$ cat src/rtl/brick_pixel_plotter.sv
// -----------------------------------------------------------------------------
// BrickPixelPlotter
//
// Purpose:
//   Takes brick-origin requests from the brick draw sequencer. Requests wait in
//   a 2-entry FIFO. A small IDLE/LOAD/PLOT state machine then walks every pixel
//   of a BRICK_W x BRICK_H brick in row-major order, one pixel per clock. Pixels
//   that land outside the visible raster still take their cycle, but their
//   VGA write enable (plot) is held low.
//
// Ports:
//   clk          system clock, all state updates on the rising edge
//   resetn       synchronous, active-low reset
//   req_valid    request strobe; accepted only while req_ready is high
//   req_x/req_y  10-bit brick origin column / row
//   req_colour   3-bit brick fill colour
//   req_ready    request FIFO has room (fewer than two entries queued)
//   plot         VGA adapter write enable for the current pixel
//   vga_x/vga_y  current pixel column (8 bits) / row (7 bits)
//   vga_colour   current pixel colour
//   busy         engine not idle, or requests still queued
//   done         one-cycle pulse on the final pixel cycle of each brick
// -----------------------------------------------------------------------------
module brick_pixel_plotter #(
    parameter int BRICK_W  = 10,
    parameter int BRICK_H  = 5,
    parameter int SCREEN_W = 160,
    parameter int SCREEN_H = 120
) (
    input  logic       clk,
    input  logic       resetn,
    input  logic       req_valid,
    input  logic [9:0] req_x,
    input  logic [9:0] req_y,
    input  logic [2:0] req_colour,
    output logic       req_ready,
    output logic       plot,
    output logic [7:0] vga_x,
    output logic [6:0] vga_y,
    output logic [2:0] vga_colour,
    output logic       busy,
    output logic       done
);

    typedef enum logic [1:0] {
        IDLE = 2'd0,
        LOAD = 2'd1,
        PLOT = 2'd2
    } state_t;

    localparam logic [9:0]  CX_LAST     = 10'(BRICK_W - 1);
    localparam logic [9:0]  CY_LAST     = 10'(BRICK_H - 1);
    localparam logic [10:0] SCREEN_W_11 = 11'(SCREEN_W);
    localparam logic [10:0] SCREEN_H_11 = 11'(SCREEN_H);

    // Request FIFO storage: {x, y, colour}
    logic [22:0] fifoMem_q [2];
    logic        wrPtr_q;
    logic        rdPtr_q;
    logic [1:0]  count_q;
    logic [1:0]  count_d;

    // Drawing engine state
    state_t      state_q;
    state_t      state_d;
    logic [9:0]  cx_q;
    logic [9:0]  cx_d;
    logic [9:0]  cy_q;
    logic [9:0]  cy_d;
    logic [9:0]  originX_q;
    logic [9:0]  originX_d;
    logic [9:0]  originY_q;
    logic [9:0]  originY_d;
    logic [2:0]  colour_q;
    logic [2:0]  colour_d;

    logic        push;
    logic        pop;
    logic [22:0] fifoHead;
    logic [10:0] sx;
    logic [10:0] sy;
    logic        lastPixel;

    assign req_ready = (count_q < 2'd2);
    assign push      = req_valid && req_ready;
    assign fifoHead  = fifoMem_q[rdPtr_q];

    // Screen coordinates are 11-bit sums so that an origin near 1023 cannot
    // wrap back on screen; the clip test below uses the full width.
    assign sx        = {1'b0, originX_q} + {1'b0, cx_q};
    assign sy        = {1'b0, originY_q} + {1'b0, cy_q};
    assign lastPixel = (cx_q == CX_LAST) && (cy_q == CY_LAST);

    assign busy      = (state_q != IDLE) || (count_q != 2'd0);

    // Occupancy only moves when exactly one of push/pop happens. Because
    // req_ready excludes pushing into a full FIFO, count never exceeds 2.
    always_comb begin
        count_d = count_q;
        if (push && !pop) begin
            count_d = count_q + 2'd1;
        end else if (pop && !push) begin
            count_d = count_q - 2'd1;
        end
    end

    // The FIFO payload needs no reset; occupancy and pointers decide what is valid.
    always_ff @(posedge clk) begin
        if (push) begin
            fifoMem_q[wrPtr_q] <= {req_x, req_y, req_colour};
        end
    end

    always_ff @(posedge clk) begin
        if (!resetn) begin
            wrPtr_q   <= 1'b0;
            rdPtr_q   <= 1'b0;
            count_q   <= 2'd0;
            state_q   <= IDLE;
            cx_q      <= 10'd0;
            cy_q      <= 10'd0;
            originX_q <= 10'd0;
            originY_q <= 10'd0;
            colour_q  <= 3'd0;
        end else begin
            if (push) begin
                wrPtr_q <= ~wrPtr_q;
            end
            if (pop) begin
                rdPtr_q <= ~rdPtr_q;
            end
            count_q   <= count_d;
            state_q   <= state_d;
            cx_q      <= cx_d;
            cy_q      <= cy_d;
            originX_q <= originX_d;
            originY_q <= originY_d;
            colour_q  <= colour_d;
        end
    end

    // Next-state and pixel outputs. LOAD pops the head and latches it on its
    // exiting edge. PLOT scans cx fastest, then cy. The final pixel raises
    // done and returns to IDLE, so two back-to-back bricks always have one
    // IDLE cycle between them.
    always_comb begin
        state_d    = state_q;
        cx_d       = cx_q;
        cy_d       = cy_q;
        originX_d  = originX_q;
        originY_d  = originY_q;
        colour_d   = colour_q;
        pop        = 1'b0;
        plot       = 1'b0;
        done       = 1'b0;
        vga_x      = 8'd0;
        vga_y      = 7'd0;
        vga_colour = 3'd0;

        case (state_q)
            IDLE: begin
                if (count_q != 2'd0) begin
                    state_d = LOAD;
                end
            end

            LOAD: begin
                pop       = 1'b1;
                originX_d = fifoHead[22:13];
                originY_d = fifoHead[12:3];
                colour_d  = fifoHead[2:0];
                cx_d      = 10'd0;
                cy_d      = 10'd0;
                state_d   = PLOT;
            end

            PLOT: begin
                plot       = (sx < SCREEN_W_11) && (sy < SCREEN_H_11);
                vga_x      = sx[7:0];
                vga_y      = sy[6:0];
                vga_colour = colour_q;
                if (lastPixel) begin
                    done    = 1'b1;
                    cx_d    = 10'd0;
                    cy_d    = 10'd0;
                    state_d = IDLE;
                end else if (cx_q == CX_LAST) begin
                    cx_d = 10'd0;
                    cy_d = cy_q + 10'd1;
                end else begin
                    cx_d = cx_q + 10'd1;
                end
            end

            default: begin
                state_d = IDLE;
            end
        endcase
    end

endmodule

$ cat config.mk
export PLATFORM = sky130hd
export DESIGN_NAME = brick_pixel_plotter
export DESIGN_NICKNAME = d
export VERILOG_FILES = /design/src/rtl/brick_pixel_plotter.sv
export SDC_FILE = /design/constraint.sdc
export NUM_CORES = 1
export LEC_CHECK = 0
export ABC_AREA = 1
export CAP_MARGIN = 10
export CORE_UTILIZATION = 58
export DETAILED_ROUTE_END_ITERATION = 7
export GPL_TIMING_DRIVEN = 0
export MAX_ROUTING_LAYER = met4
export PLACE_DENSITY = 0.81
export SKIP_LAST_GASP = 1
export SYNTH_ARGS = -nofsm -noshare
export SYNTH_HDL_FRONTEND = slang
export SYNTH_SLANG_ARGS = --single-unit
export TNS_END_PERCENT = 20
$ cat constraint.sdc
create_clock -name clk -period 2 [get_ports clk]
set_input_delay 0.2 -clock clk [delete_from_list [all_inputs] [get_ports clk]]
set_output_delay 0.2 -clock clk [all_outputs]
set_load 0.01 [all_outputs]
== After elaboration in Yosys (flattened, before gate mapping) ==
Memory sizes are Yosys's and may differ from the RTL's. A register that Yosys moved wholly into a read port is not among the register bits.
Index checks and enable logic that the tools add are counted.

* Add/subtract/negate cells: 6
* Order comparisons: 3
* Equal/unequal tests: 7
* Mux-type cells: 20
* Bitwise logic cells: 2
* Reduce and logical (&&, ||, !) cells: 16

{| class="wikitable"
|+ Operators by type and width
! kind !! number
|-
| $mux W10 || 4
|-
| $pmux W10 S2 || 2
|-
| $add A10 B10 Y11 || 2
|-
| $add A10 B1 Y10 const B || 2
|-
| $lt A11 B7 Y1 const B || 1
|-
| $lt A11 B8 Y1 const B || 1
|-
| $eq A10 B3 Y1 const B || 1
|-
| $eq A10 B4 Y1 const B || 1
|-
| $mux W2 || 4
|-
| $mux W8 || 1
|-
| $reduce_bool A2 Y1 || 4
|-
| $mux W7 || 1
|-
| $mux W1 || 6
|-
| $pmux W2 S3 || 1
|-
| $logic_and A1 B1 Y1 || 5
|-
| $ne A2 B2 Y1 const B || 2
|-
| $reduce_and A2 Y1 || 2
|-
| $logic_not A1 Y1 || 3
|-
| $mux W3 || 1
|-
| $ne A3 B3 Y1 const B || 1
|-
| $add A2 B1 Y2 const B || 1
|-
| $eq A2 B1 Y1 const B || 1
|-
| $eq A2 B2 Y1 const B || 1
|-
| $logic_not A2 Y1 || 1
|-
| 4 further kinds || 5
|}

* Flip-flop bits (word level): 26
* RAM bits: 46
* Input bits: 26
* Output and inout bits: 22
* Logic and storage cells: 61
* Memories: 1

{| class="wikitable"
|+ Memories
! memory !! depth !! width !! read ports !! clocked after memory_dff !! wr ports !! line !! text
|-
| fifoMem_q || 2 || 23 || 1 || 1 || 1 || 57 || <nowiki>logic [22:0] fifoMem_q [2];</nowiki>
|}

== Depth between registers and ports, before layout ==
* Word-level depth: 6
* Mapped depth: 13
* Depth with buffers taken out: 13

== Least setup slack after synthesis ==
No wires, ideal clock.

* Path type: register to output
* Start: reg cy_q[0]
* End: out plot
* Arrival time: 1.756 ns
* Path slack: 0.044 ns
* Stages on the path, launching flop included: 12
* Path buffers: 0
* Path through: dfxtp_1 > ha_1 > fa_1 > nand2_1 > nand2_1 > nand3_1 > nand2_1 > a21oi_1 > nand3_1 > nor2_1 > nand2_1 > nor2_1

* Longest elaborated chain between the ends: 4

{| class="wikitable"
|+ RTL lines
! element !! line !! text
|-
| start, declared || 68 || <nowiki>logic [9:0] cy_q;</nowiki>
|-
| start signal, assigned || 135 || <nowiki>cy_q <= cy_d;</nowiki>
|-
| $add A10 B10 Y11 || 91 || <nowiki>assign sy = {1'b0, originY_q} + {1'b0, cy_q};</nowiki>
|-
| $lt A11 B7 Y1 || 178 || <nowiki>plot = (sx < SCREEN_W_11) && (sy < SCREEN_H_11);</nowiki>
|-
| $logic_and A1 B1 Y1 || 178 ||
|-
| $mux W1 || 160 || <nowiki>case (state_q)</nowiki>
|-
| end, declared || 37 || <nowiki>output logic plot,</nowiki>
|}

No other way between the ends.

== Worst setup path after layout ==
* Start: reg originX_q[0]
* End: out plot

* Longest elaborated chain between the ends: 4

{| class="wikitable"
|+ RTL lines
! element !! line !! text
|-
| start, declared || 70 || <nowiki>logic [9:0] originX_q;</nowiki>
|-
| start signal, assigned || 136 || <nowiki>originX_q <= originX_d;</nowiki>
|-
| $add A10 B10 Y11 || 90 || <nowiki>assign sx = {1'b0, originX_q} + {1'b0, cx_q};</nowiki>
|-
| $lt A11 B8 Y1 || 178 ||
|-
| $logic_and A1 B1 Y1 || 178 ||
|-
| $mux W1 || 160 ||
|}

No other way between the ends.

==> results.md <==
- Gpl congestion: 0.9103
- Mux cell area share after synthesis: 0
- Hold WC Path Type: in -> reg
- # hold bufs at CTS: 0
- First-pass GRT wire length: 19830 µm
- Layout Area Growth over Synthesis: 20.35%
- Setup crit start kind: flip-flop
- Crit Reg-Reg Startpoint: state_q[1]$_SDFFE_PN0P_
- Clock Pin Slew Worst Setup and Hold Paths: 0.10 ns
- GRT Total Usage: 0.2951
- Synthesized Nets: 703
- Placed Area: 5759 µm²
- H-tree depth: 3
- Synth top area share: 0.2697
- Root buf cell: clkbuf_8
- Skew-Pair Late Insertion Delay: 0.36 ns
- Overall die height: 95.98 µm
- Vias in the first global route: 4400
- GRT overflow: 0
- Num CTS Buffers: 9
- Pin count of the biggest net entering global routing: 20
- Seq/Total Area, Yosys: 0.4612
- Most Used Layer, Global Route: met2
- Via count: 4530
- Cell variety after synth: 37
- Commonest non-fill, non-tap cell in the layout: nand2_1
- Crit share post-route: 1.211
- I/O Buffers: 47
- XOR/XNOR share of the synthesized area: 0.005129
- Finished Cell Area: 6165 µm²
- Setup ws final: -0.4215 ns
- Hold path cells: 1
- Slew @ Worst Pin: 0.7250 ns
- Drt wl/cell: 14.75 µm
- Max Cap Viol: 0
- GRT met2 Usage: 0.5042
- Number of synthesized flops with an enable pin: 46
- Dpl hpwl: 8859 µm
- Final min period: 2.422 ns
- Synth Cell Area: 5122 µm²
- Max Transition Viols Final: 0
- Drt first-iter violations: 243
- Share of post-route cells with drive strength above 1: 0.1255
- Setup slack, reg-to-reg: -0.01 ns
- Hold path start: req_colour[0]
- Die area: 9211 µm²
- Final hold slack: 0.4093 ns
- Pre-Repair DR Iteration Count: 4
- Max Clk Rate: 0.4130 GHz
- Initial Util: 0.6111
- Final core utilization: 0.7355
- Worst EP required: 1.80 ns
- Status: complete, but fails checks
- Failing checks: setup timing
- Setup violators final: 20
- DRT antenna net count: 0
- Clk sinks: 95
- Worst Path Max Fanout: 2
- Vias per inst: 5.511
- Met3 Use GR: 0.03712
- I/O pin cnt: 48
- Synth Flop Type: dfxtp_1
- RSZ-0062 raised after global routing: yes
- Fin cells: 822
- Synth async-reset ratio: 0
- Core area: 8382 µm²
- GR Util met1: 0.3573
- Ys Warns: 0
- WP data arrival: 2.22 ns
- Largest area contributor in the netlist: edfxtp_1
- Hold violation count in the final report: 0
- Ranking of synthesized cells by area: edfxtp_1 (27%), dfxtp_1 (19%), nand2_1 (13%)
- Syn Area/Cell: 7.929 µm²
- Clock skew: 0.01180 ns
- NumNets Final: 769
- Syn Inst Count: 646
- Largest family of logic cells by synthesized area: simple AND/OR/NAND/NOR gates
- Total wire length: 12120 µm
- Std cell rows: 33
- Compound-Gate Fraction of Synth Area: 0.08403
- Setup TNS: -3.753 ns
- Setup CP Type: reg -> out
- Reg2Reg Capture Point: count_q[1]$_SDFFE_PN0P_
- R2R cell count: 9
- CTS tree: yes
- Hold EP: fifoMem_q[0][0]$_DFFE_PP_
- CTS Buffer Depth: 2
- Most frequent cells in the layout: nand2_1 (176), inv_1 (98), nand3_1 (59)
- Max VDD drop: 0.0007447 V
- Antenna violations before repair: 0
- DRC Markers: 0
- Fillers: 640
- Die Span X: 95.98 µm
- Pleak: 0.002717 µW
- Slew HR: 0.5162
- Endpoint type of the worst setup path: output port
- Dpl cells: 800
- Pwr Density: 994.5 nW/µm²
- Seq cells post-synth: 95
- # diodes: 0
- Simple-gate area share of the yosys netlist: 0.2736
- Post-synthesis adder-cell area fraction: 0.07865
[through the flow]
stage / setup slack (ns) / total power (µW)
2_1_floorplan: 0.04392 / 4070
3_3_place_gp: -0.7495 / 4633
3_5_place_dp: -0.7764 / 4764
4_1_cts: -0.3956 / 6074
5_1_grt: -0.5705 / 6524
6_report: -0.4215 / 6131
[timing repair]
| action | 4_1_cts | 5_1_grt |
|---|---|---|
| endpoints found under the setup margin | 21 | 22 |
| setup buffers | 6 | 1 |
| resized for setup | 55 | 15 |
| pin swaps | 10 | 3 |
[state kept, by name (all words and copies together), names as in the netlist]
| name | cells |
|---|---|
| originX_q | 10 |
| wrPtr_q | 1 |
| cy_q | 10 |
| fifoMem_q | 46 |
| count_q | 2 |
| originY_q | 10 |
| colour_q | 3 |
| cx_q | 10 |
| state_q | 2 |
| rdPtr_q | 1 |
[how the worst max path moves through the flow]
stage	startpoint	to	slack, ns	depth (start not counted)
finish	originX_q[0]$_SDFFE_PN0P_	plot	-0.42	13
global route	cy_q[0]$_SDFFE_PN0P_	plot	-0.57	12
CTS	cy_q[0]$_SDFFE_PN0P_	plot	-0.40	12
detailed placement	cy_q[0]$_SDFFE_PN0P_	plot	-0.78	14
global placement	cy_q[0]$_SDFFE_PN0P_	plot	-0.75	14
floorplan	cy_q[0]$_SDFFE_PN0P_	plot	0.04	11
[synth_stat cells (9+ instances only)]
master,instances
nor2_1,46
a21oi_1,32
nor3_1,9
edfxtp_1,46
o21ai_0,14
dfxtp_1,49
nand3_1,63
nand4_1,11
nand2_1,181
inv_1,101
o211ai_1,23
ha_1,29
[metal layers]
metal	share of wire	routed length [µm]
met1	0.43	5230
met2	0.49	5943
met3	0.061	744
met4	0.017	202
met5	0	0
[logic make-up after synthesis]
logic type | count (synthesis)
AOI/OAI and AO/OA | 73
xor gates and xnor gates | 3
adders and majority gates | 31
buffers and inverters | 122
DFF | 95
and+or+nand+nor | 322
[worst max-delay path, stage by stage (launching register included)]
cell     delay (ns)
dfxtp_2        0.38
ha_4           0.14
inv_2          0.03
fa_2           0.35
inv_2          0.07
nand4_1        0.12
nand3_2        0.13
nand2_1        0.05
nand2_1        0.09
nand2_1        0.08
nand2_1        0.08
nand2_1        0.06
nor2_2         0.13
buf_2          0.14
[where the power goes]
group | leakage [µW] | internal (µW) | switching (µW)
combinational | 0.00180 | 866 | 1400
clock | 0.0000830 | 474 | 713
sequential | 0.000835 | 2430 | 254
[cell type report]
type | instances | area (µm²) | share of cell area
clock buffers | 10 | 127.6 | 0.02070
flip-flops and latches | 95 | 2387 | 0.3873
inverters | 105 | 394.1 | 0.06393
well taps | 105 | 131.4 | 0.02131
plain buffers | 16 | 103.9 | 0.01685
clock inverters | 6 | 53.80 | 0.008727
repair buffers | 56 | 528.0 | 0.08565
multi-input cells | 429 | 2439 | 0.3956
(Power assumes the default switching activity.)
